--- src/rtl/alsu_sched_pkg.sv ---
// Shared types for the ALSU command scheduler: packed command word, opcodes,
// FSM states and the illegal-command filter.
package alsu_sched_pkg;

  typedef struct packed {
    logic [2:0] opcode;
    logic [2:0] a;
    logic [2:0] b;
    logic       cin;
    logic       red_op_a;
    logic       red_op_b;
    logic       bypass_a;
    logic       bypass_b;
    logic       direction;
    logic [2:0] cnt;
    logic [5:0] ser;
  } alsu_cmd_t;

  localparam logic [2:0] OP_OR    = 3'b000;
  localparam logic [2:0] OP_XOR   = 3'b001;
  localparam logic [2:0] OP_ADD   = 3'b010;
  localparam logic [2:0] OP_MUL   = 3'b011;
  localparam logic [2:0] OP_SHIFT = 3'b100;
  localparam logic [2:0] OP_ROT   = 3'b101;

  typedef enum logic [2:0] {
    S_IDLE,
    S_DRIVE,
    S_SEED,
    S_STEP,
    S_WAIT,
    S_CAPTURE,
    S_RESP
  } state_e;

  // Reduction ops are only meaningful for OR/XOR; opcodes 11x do not exist.
  function automatic logic is_illegal(alsu_cmd_t c);
    return (c.opcode[2:1] == 2'b11) ||
           ((c.red_op_a | c.red_op_b) && (c.opcode[2:1] != 2'b00));
  endfunction

endpackage

--- src/rtl/alsu_rr_arb2.sv ---
// Two-way round-robin grant; the pointer only moves when both requesters
// compete, so a lone requester never disturbs the fairness order.
module alsu_rr_arb2 #(
  parameter bit RR_INIT = 1'b0
) (
  input  logic       clk,
  input  logic       rst,
  input  logic       i_en,
  input  logic [1:0] i_req,
  output logic [1:0] o_gnt
);

  logic r_ptr;
  logic w_both;

  assign w_both   = &i_req;
  assign o_gnt[0] = i_en & i_req[0] & (~i_req[1] | ~r_ptr);
  assign o_gnt[1] = i_en & i_req[1] & (~i_req[0] |  r_ptr);

  always_ff @(posedge clk or posedge rst) begin
    if (rst) begin
      r_ptr <= RR_INIT;
    end else if (i_en && w_both) begin
      r_ptr <= ~r_ptr;
    end
  end

endmodule

--- src/rtl/alsu_cmd_sched.sv ---
// Shares one ALSU between two requesters: arbitrates, sequences the ALSU pins
// (single drive or seed + serial shift/rotate steps) and returns a tagged result.
module alsu_cmd_sched
  import alsu_sched_pkg::*;
#(
  parameter bit RR_INIT       = 1'b0,
  parameter bit CHECK_INVALID = 1'b1
) (
  input  logic       clk,
  input  logic       rst,
  input  logic       req0_valid,
  output logic       req0_ready,
  input  alsu_cmd_t  req0_cmd,
  input  logic       req1_valid,
  output logic       req1_ready,
  input  alsu_cmd_t  req1_cmd,
  output logic       rsp_valid,
  input  logic       rsp_ready,
  output logic       rsp_id,
  output logic [5:0] rsp_result,
  output logic       rsp_err,
  output logic [2:0] alsu_A,
  output logic [2:0] alsu_B,
  output logic [2:0] alsu_opcode,
  output logic       alsu_cin,
  output logic       alsu_serial_in,
  output logic       alsu_red_op_A,
  output logic       alsu_red_op_B,
  output logic       alsu_bypass_A,
  output logic       alsu_bypass_B,
  output logic       alsu_direction,
  input  logic [5:0] alsu_out,
  output logic       busy
);

  state_e    r_state, w_next;
  alsu_cmd_t r_cmd;
  logic      r_id;
  logic [2:0] r_k;
  logic [5:0] r_rsp_result;
  logic      r_rsp_err;

  logic [1:0] w_gnt;
  logic       w_acc;
  logic       w_illegal;
  alsu_cmd_t  w_sel_cmd;
  logic [6:0] w_ser_ext;

  alsu_rr_arb2 #(.RR_INIT(RR_INIT)) u_arb (
    .clk   (clk),
    .rst   (rst),
    .i_en  (r_state == S_IDLE),
    .i_req ({req1_valid, req0_valid}),
    .o_gnt (w_gnt)
  );

  assign req0_ready = w_gnt[0];
  assign req1_ready = w_gnt[1];
  assign w_acc      = |w_gnt;
  assign w_sel_cmd  = w_gnt[1] ? req1_cmd : req0_cmd;
  assign w_illegal  = CHECK_INVALID && is_illegal(w_sel_cmd);
  // A cnt=7 burst reaches k=6, past the last serial bit; it shifts in 0.
  assign w_ser_ext  = {1'b0, r_cmd.ser};

  assign rsp_valid  = (r_state == S_RESP);
  assign rsp_id     = r_id;
  assign rsp_result = r_rsp_result;
  assign rsp_err    = r_rsp_err;
  assign busy       = (r_state != S_IDLE);

  always_ff @(posedge clk or posedge rst) begin
    if (rst) begin
      r_state      <= S_IDLE;
      r_cmd        <= '0;
      r_id         <= 1'b0;
      r_k          <= 3'd0;
      r_rsp_result <= 6'd0;
      r_rsp_err    <= 1'b0;
    end else begin
      r_state <= w_next;
      if (r_state == S_IDLE && w_acc) begin
        r_cmd <= w_sel_cmd;
        r_id  <= w_gnt[1];
        if (w_illegal) begin
          r_rsp_result <= 6'd0;
          r_rsp_err    <= 1'b1;
        end
      end
      if (r_state == S_SEED) r_k <= 3'd0;
      if (r_state == S_STEP) r_k <= r_k + 3'd1;
      if (r_state == S_CAPTURE) begin
        r_rsp_result <= alsu_out;
        r_rsp_err    <= 1'b0;
      end
    end
  end

  always_comb begin
    w_next = r_state;
    case (r_state)
      S_IDLE: begin
        if (w_acc) begin
          if (w_illegal)                          w_next = S_RESP;
          else if (w_sel_cmd.opcode[2:1] == 2'b10) w_next = S_SEED;
          else                                     w_next = S_DRIVE;
        end
      end
      S_DRIVE:   w_next = S_WAIT;
      S_SEED:    w_next = (r_cmd.cnt != 3'd0) ? S_STEP : S_WAIT;
      S_STEP:    if (r_k == r_cmd.cnt - 3'd1) w_next = S_WAIT;
      S_WAIT:    w_next = S_CAPTURE;
      S_CAPTURE: w_next = S_RESP;
      S_RESP:    if (rsp_ready) w_next = S_IDLE;
      default:   w_next = S_IDLE;
    endcase
  end

  // Outside DRIVE/SEED/STEP the ALSU sees the all-zero idle word.
  always_comb begin
    alsu_A         = 3'd0;
    alsu_B         = 3'd0;
    alsu_opcode    = OP_OR;
    alsu_cin       = 1'b0;
    alsu_serial_in = 1'b0;
    alsu_red_op_A  = 1'b0;
    alsu_red_op_B  = 1'b0;
    alsu_bypass_A  = 1'b0;
    alsu_bypass_B  = 1'b0;
    alsu_direction = 1'b0;
    case (r_state)
      S_DRIVE: begin
        alsu_A         = r_cmd.a;
        alsu_B         = r_cmd.b;
        alsu_opcode    = r_cmd.opcode;
        alsu_cin       = r_cmd.cin;
        alsu_serial_in = r_cmd.ser[0];
        alsu_red_op_A  = r_cmd.red_op_a;
        alsu_red_op_B  = r_cmd.red_op_b;
        alsu_bypass_A  = r_cmd.bypass_a;
        alsu_bypass_B  = r_cmd.bypass_b;
        alsu_direction = r_cmd.direction;
      end
      S_SEED: begin
        alsu_A = r_cmd.a;
        alsu_B = r_cmd.b;
      end
      S_STEP: begin
        alsu_opcode    = r_cmd.opcode;
        alsu_direction = r_cmd.direction;
        alsu_serial_in = w_ser_ext[r_k];
      end
      default: ;
    endcase
  end

endmodule

--- config.mk ---
export PLATFORM = sky130hd
export DESIGN_NAME = alsu_cmd_sched
export DESIGN_NICKNAME = d
export VERILOG_FILES = /design/src/rtl/alsu_sched_pkg.sv /design/src/rtl/alsu_rr_arb2.sv /design/src/rtl/alsu_cmd_sched.sv
export SDC_FILE = /design/constraint.sdc
export NUM_CORES = 1
export LEC_CHECK = 0
export CELL_PAD_IN_SITES_DETAIL_PLACEMENT = 0
export CELL_PAD_IN_SITES_GLOBAL_PLACEMENT = 1
export CORE_UTILIZATION = 28
export DETAILED_ROUTE_END_ITERATION = 16
export PLACE_DENSITY = 0.84
export RECOVER_POWER = 25
export SETUP_SLACK_MARGIN = 0.15
export SLEW_MARGIN = 20
export SYNTH_ARGS = -nofsm -noshare
export SYNTH_HDL_FRONTEND = slang
export SYNTH_SLANG_ARGS = --single-unit
--- constraint.sdc ---
create_clock -name clk -period 1.45 [get_ports clk]
set_input_delay 0.2175 -clock clk [delete_from_list [all_inputs] [get_ports clk]]
set_output_delay 0.2175 -clock clk [all_outputs]
set_load 0.01 [all_outputs]
==> impl_metrics.yaml, run 1 <==
timing:
  setup_viol: 55
  rsz0062_at_grt: "true"
  clock_skew_ns: 0.005013
  period_needed_ns: 1.863
  hold_ws_ns: 0.4834
  timing.fmax_mhz: 536.8
  fin_ws_ns: -0.4129
  drv_slew: 0
  worst_slew_pin_slew_ns: 0.9942
  hold_viol_final: 0
  relSlewSlack_pct: 33.72
  tns_ns: -14.60
  finalCritPeriodShare_pct: 128.5
synthesis:
  synth_area_leaders: "dfrtp_1 (45%), nand2_1 (9.1%), mux2i_1 (6.4%)"
  yosys.cell_types.count: 39
  synth_top_family_by_area: "simple AND/OR/NAND/NOR gates"
  synth_fa_ha_area_share_pct: 2.642
  synth_xor_area_share_pct: 2.642
  synth.net_count: 309
  yosysSeqAreaShare_pct: 44.80
  yosys.area_share.simple_pct: 23.66
  yosys.area.top_type: "dfrtp_1"
  yosysTopAreaCellShare_pct: 44.80
  synth.area.mux_share_pct: 7.467
  syn_avg_cell_area_um2: 8.819
  syn_area_um2: 2178
  synth-compound-area-share_pct: 13.79
  ys_seq_elements: 39
  synthCells: 247
  synth_warnings: 0
critical_path:
  crit_required_ns: 1.23
  cp_top_family: "multiplexers"
  critPathSlowestCell: "mux4_2"
  cp_num_buf_inv: 1
  cpPeakStageDelay_ns: 0.50
  path_cells: "mux4_2 -> mux2i_1 -> a2111oi_2 -> buf_2"
  crit_fanout: 3
  crit_path_end_kind: "output pin"
  critPathKind: "reg -> out"
  arrival_ns: 1.65
  start_kind: "flop"
power:
  power_density_nw_per_um2: 1904
  vdd_ir_drop_max_mv: 0.9070
  power_switching_w: 0.003173
  p_clk_share_pct: 8.8
  pwr-share-comb_pct: 66.6
  p_leak_nw: 2.004
  swShare_pct: 38.13
  p_int_w: 0.005149
  fin_total_pwr_w: 0.008322
  seqPwrFrac_pct: 24.5
routing:
  dr.pass1.iters: 4
  dr_total_vias: 2373
  via_per_inst: 4.804
  wire_per_inst_um: 15.36
  post-route-drc-count: 0
  wirelength_um: 7588
  ant_nets: 0
  drt_iter0_drc: 96
final_layout:
  drive_gt1_share_pct: 46.08
  antenna_cells: 0
  final_nets: 456
  synthToLayoutAreaGrowth_pct: 100.6
run:
  max_cap_viol_count: 0
floorplan:
  die_x_um: 90.21
  num_rows: 31
  pin_count: 87
  die_h_um: 90.21
  start_util_pct: 29.56
  dieArea_um2: 8137
  coreArea_um2: 7370
clocking:
  cts_sinks: 39
  cts_buffer_depth: 2
  h-tree-depth: 2
  cts_root_buf: "clkbuf_8"
  cts_buffers: 5
  cts.clk_slew.worst_paths_ns: 0.08
  tritoncts: "done"
  insertion_delay_ns: 0.29
placed_design:
  io_buffer_count: 86
  pre_cts_slack_ns: -0.5988
  gp_congestion: 0.8304
  dp_hpwl_um: 4549
global_routing:
  grt_start_max_net_pins: 43
  overflow: 0
  antenna_found_initial: 0
  track_usage_pct: 18.46
  grt_pass1_vias: 2462
  grt_pass1_wl_um: 12060
run_status:
  violations: "negative setup slack"
  status: "finished with violations"
worst_hold_path:
  hp-class: "reg -> reg"
## layout make-up
class | count | area [um2]
tap | 99 | 123.9
clock buffer | 5 | 68.82
multi-input combinational | 184 | 1485
inverter | 9 | 46.29
sequential | 39 | 979.7
fill | 618 | 2999
clock inverter | 3 | 20.02
timing repair buffer | 155 | 1647
## worst paths after layout
check / start / to / slack (ns) / depth (start not counted)
max reg2reg: r_state[0]$_DFFE_PP0P_ / r_cmd[16]$_DFFE_PP0P_ / -0.38 / 11
min reg2reg: rsp_err$_DFFE_PP0P_ / rsp_err$_DFFE_PP0P_ / 0.48 / 1
min: rsp_err$_DFFE_PP0P_ / rsp_err$_DFFE_PP0P_ / 0.48 / 1
min in group asynchronous: rst / rsp_result[3]$_DFFE_PP0P_ / 0.55 / 3
max: r_k[0]$_DFFE_PP0P_ / alsu_serial_in / -0.41 / 4
max in group asynchronous: rst / r_state[0]$_DFFE_PP0P_ / 0.22 / 3
## sequential cells by signal (all words and copies together), names as in the netlist
register / flops
u_arb.r_ptr: 1
r_cmd: 24
rsp_result: 6
r_k: 3
rsp_err: 1
rsp_id: 1
r_state: 3
## power by group through the flow
stage	Sequential, W	Clock, W	Combinational, W
finish	0.00204	0.000735	0.00554
global route	0.00211	0.000810	0.00592
CTS	0.00201	0.000765	0.00473
detailed placement	0.00202	0	0.00355
global placement	0.00199	0	0.00350
floorplan	0.00196	0	0.00212
## cells in the mapped netlist (all sizes together)
cell type,count
nand2,53
dfrtp,39
nor2,31
a31oi,22
mux2i,14
and2,11
clkbuf,9
inv,9
o21ai,9
buf,6
and3,4
nand2b,4
nand3,4
a21oi,3
ha,3
nor3,3
or2,3
maj3,2
xnor2,2
xor2,2
a2111oi,1
a211o,1
a21o,1
a22o,1
a311o,1
a311oi,1
mux4,1
nor2b,1
o31a,1
o31ai,1
o32a,1
o32ai,1
o41ai,1
xnor3,1
## cell usage in the layout, fill, tap and decap left out, types with 3 or more instances in the layout
cell type,synthesis,routed
dfrtp_2,0,3
dlygate4sd2_1,0,8
clkbuf_8,0,5
and3_4,0,4
a31oi_4,0,3
o21ai_0,9,4
nor2_2,0,6
clkdlybuf4s50_1,0,58
buf_16,0,4
nor2_1,31,25
nand2_4,0,13
a21oi_1,3,3
o21ai_1,0,5
and2_4,0,11
nand2_2,0,13
buf_4,2,30
a31oi_1,22,18
mux2i_1,14,12
nand2_1,53,27
dfrtp_1,39,36
buf_12,0,6
buf_6,1,44
inv_4,0,3
nand3_4,0,3
## through the flow
step	util (%)	instances	instance area [um2]
floorplan	-	247	2256
global placement	45.94	451	3386
detailed placement	45.94	451	3386
CTS	54.70	483	4031
global route	59.30	494	4370
finish	59.30	494	4370
## routing by layer
| metal | track usage (%) | part of all wire [%] | vias up |
|---|---|---|---|
| li1 | - | - | 1141 |
| met4 | 4.570 | 1.2 | 0 |
| met3 | 4.399 | 5.5 | 8 |
| met1 | 22.10 | 41 | 1139 |
| met5 | 0 | 0 | - |
| met2 | 33.08 | 53 | 85 |
## logic make-up after synthesis
logic type	after synthesis
compound gates	45
xor+xnor	5
fa+ha+maj	5
buf+inv	24
flops	39
mux	15
simple gates	114
## what timing repair did
action                     4_1_cts  5_1_grt
hold endpoints to repair         0        0
setup endpoints to repair       64       57
cloned                           4        0
pin swaps                       50       30
buffers inserted                20       11
hold buffers                     0        0
gates resized for setup        189       56
(Power assumes the default switching activity.)
==> inputs of run 2 (changes only) <==
--- a/config.mk
+++ b/config.mk
@@ -5,6 +5,7 @@
 export SDC_FILE = /design/constraint.sdc
 export NUM_CORES = 1
 export LEC_CHECK = 0
+export CAP_MARGIN = 25
 export CELL_PAD_IN_SITES_DETAIL_PLACEMENT = 0
 export CELL_PAD_IN_SITES_GLOBAL_PLACEMENT = 1
 export CORE_UTILIZATION = 28
==> results of run 2 <==
Same layout as run 1: the final DEF is identical, and so are final timing and power.
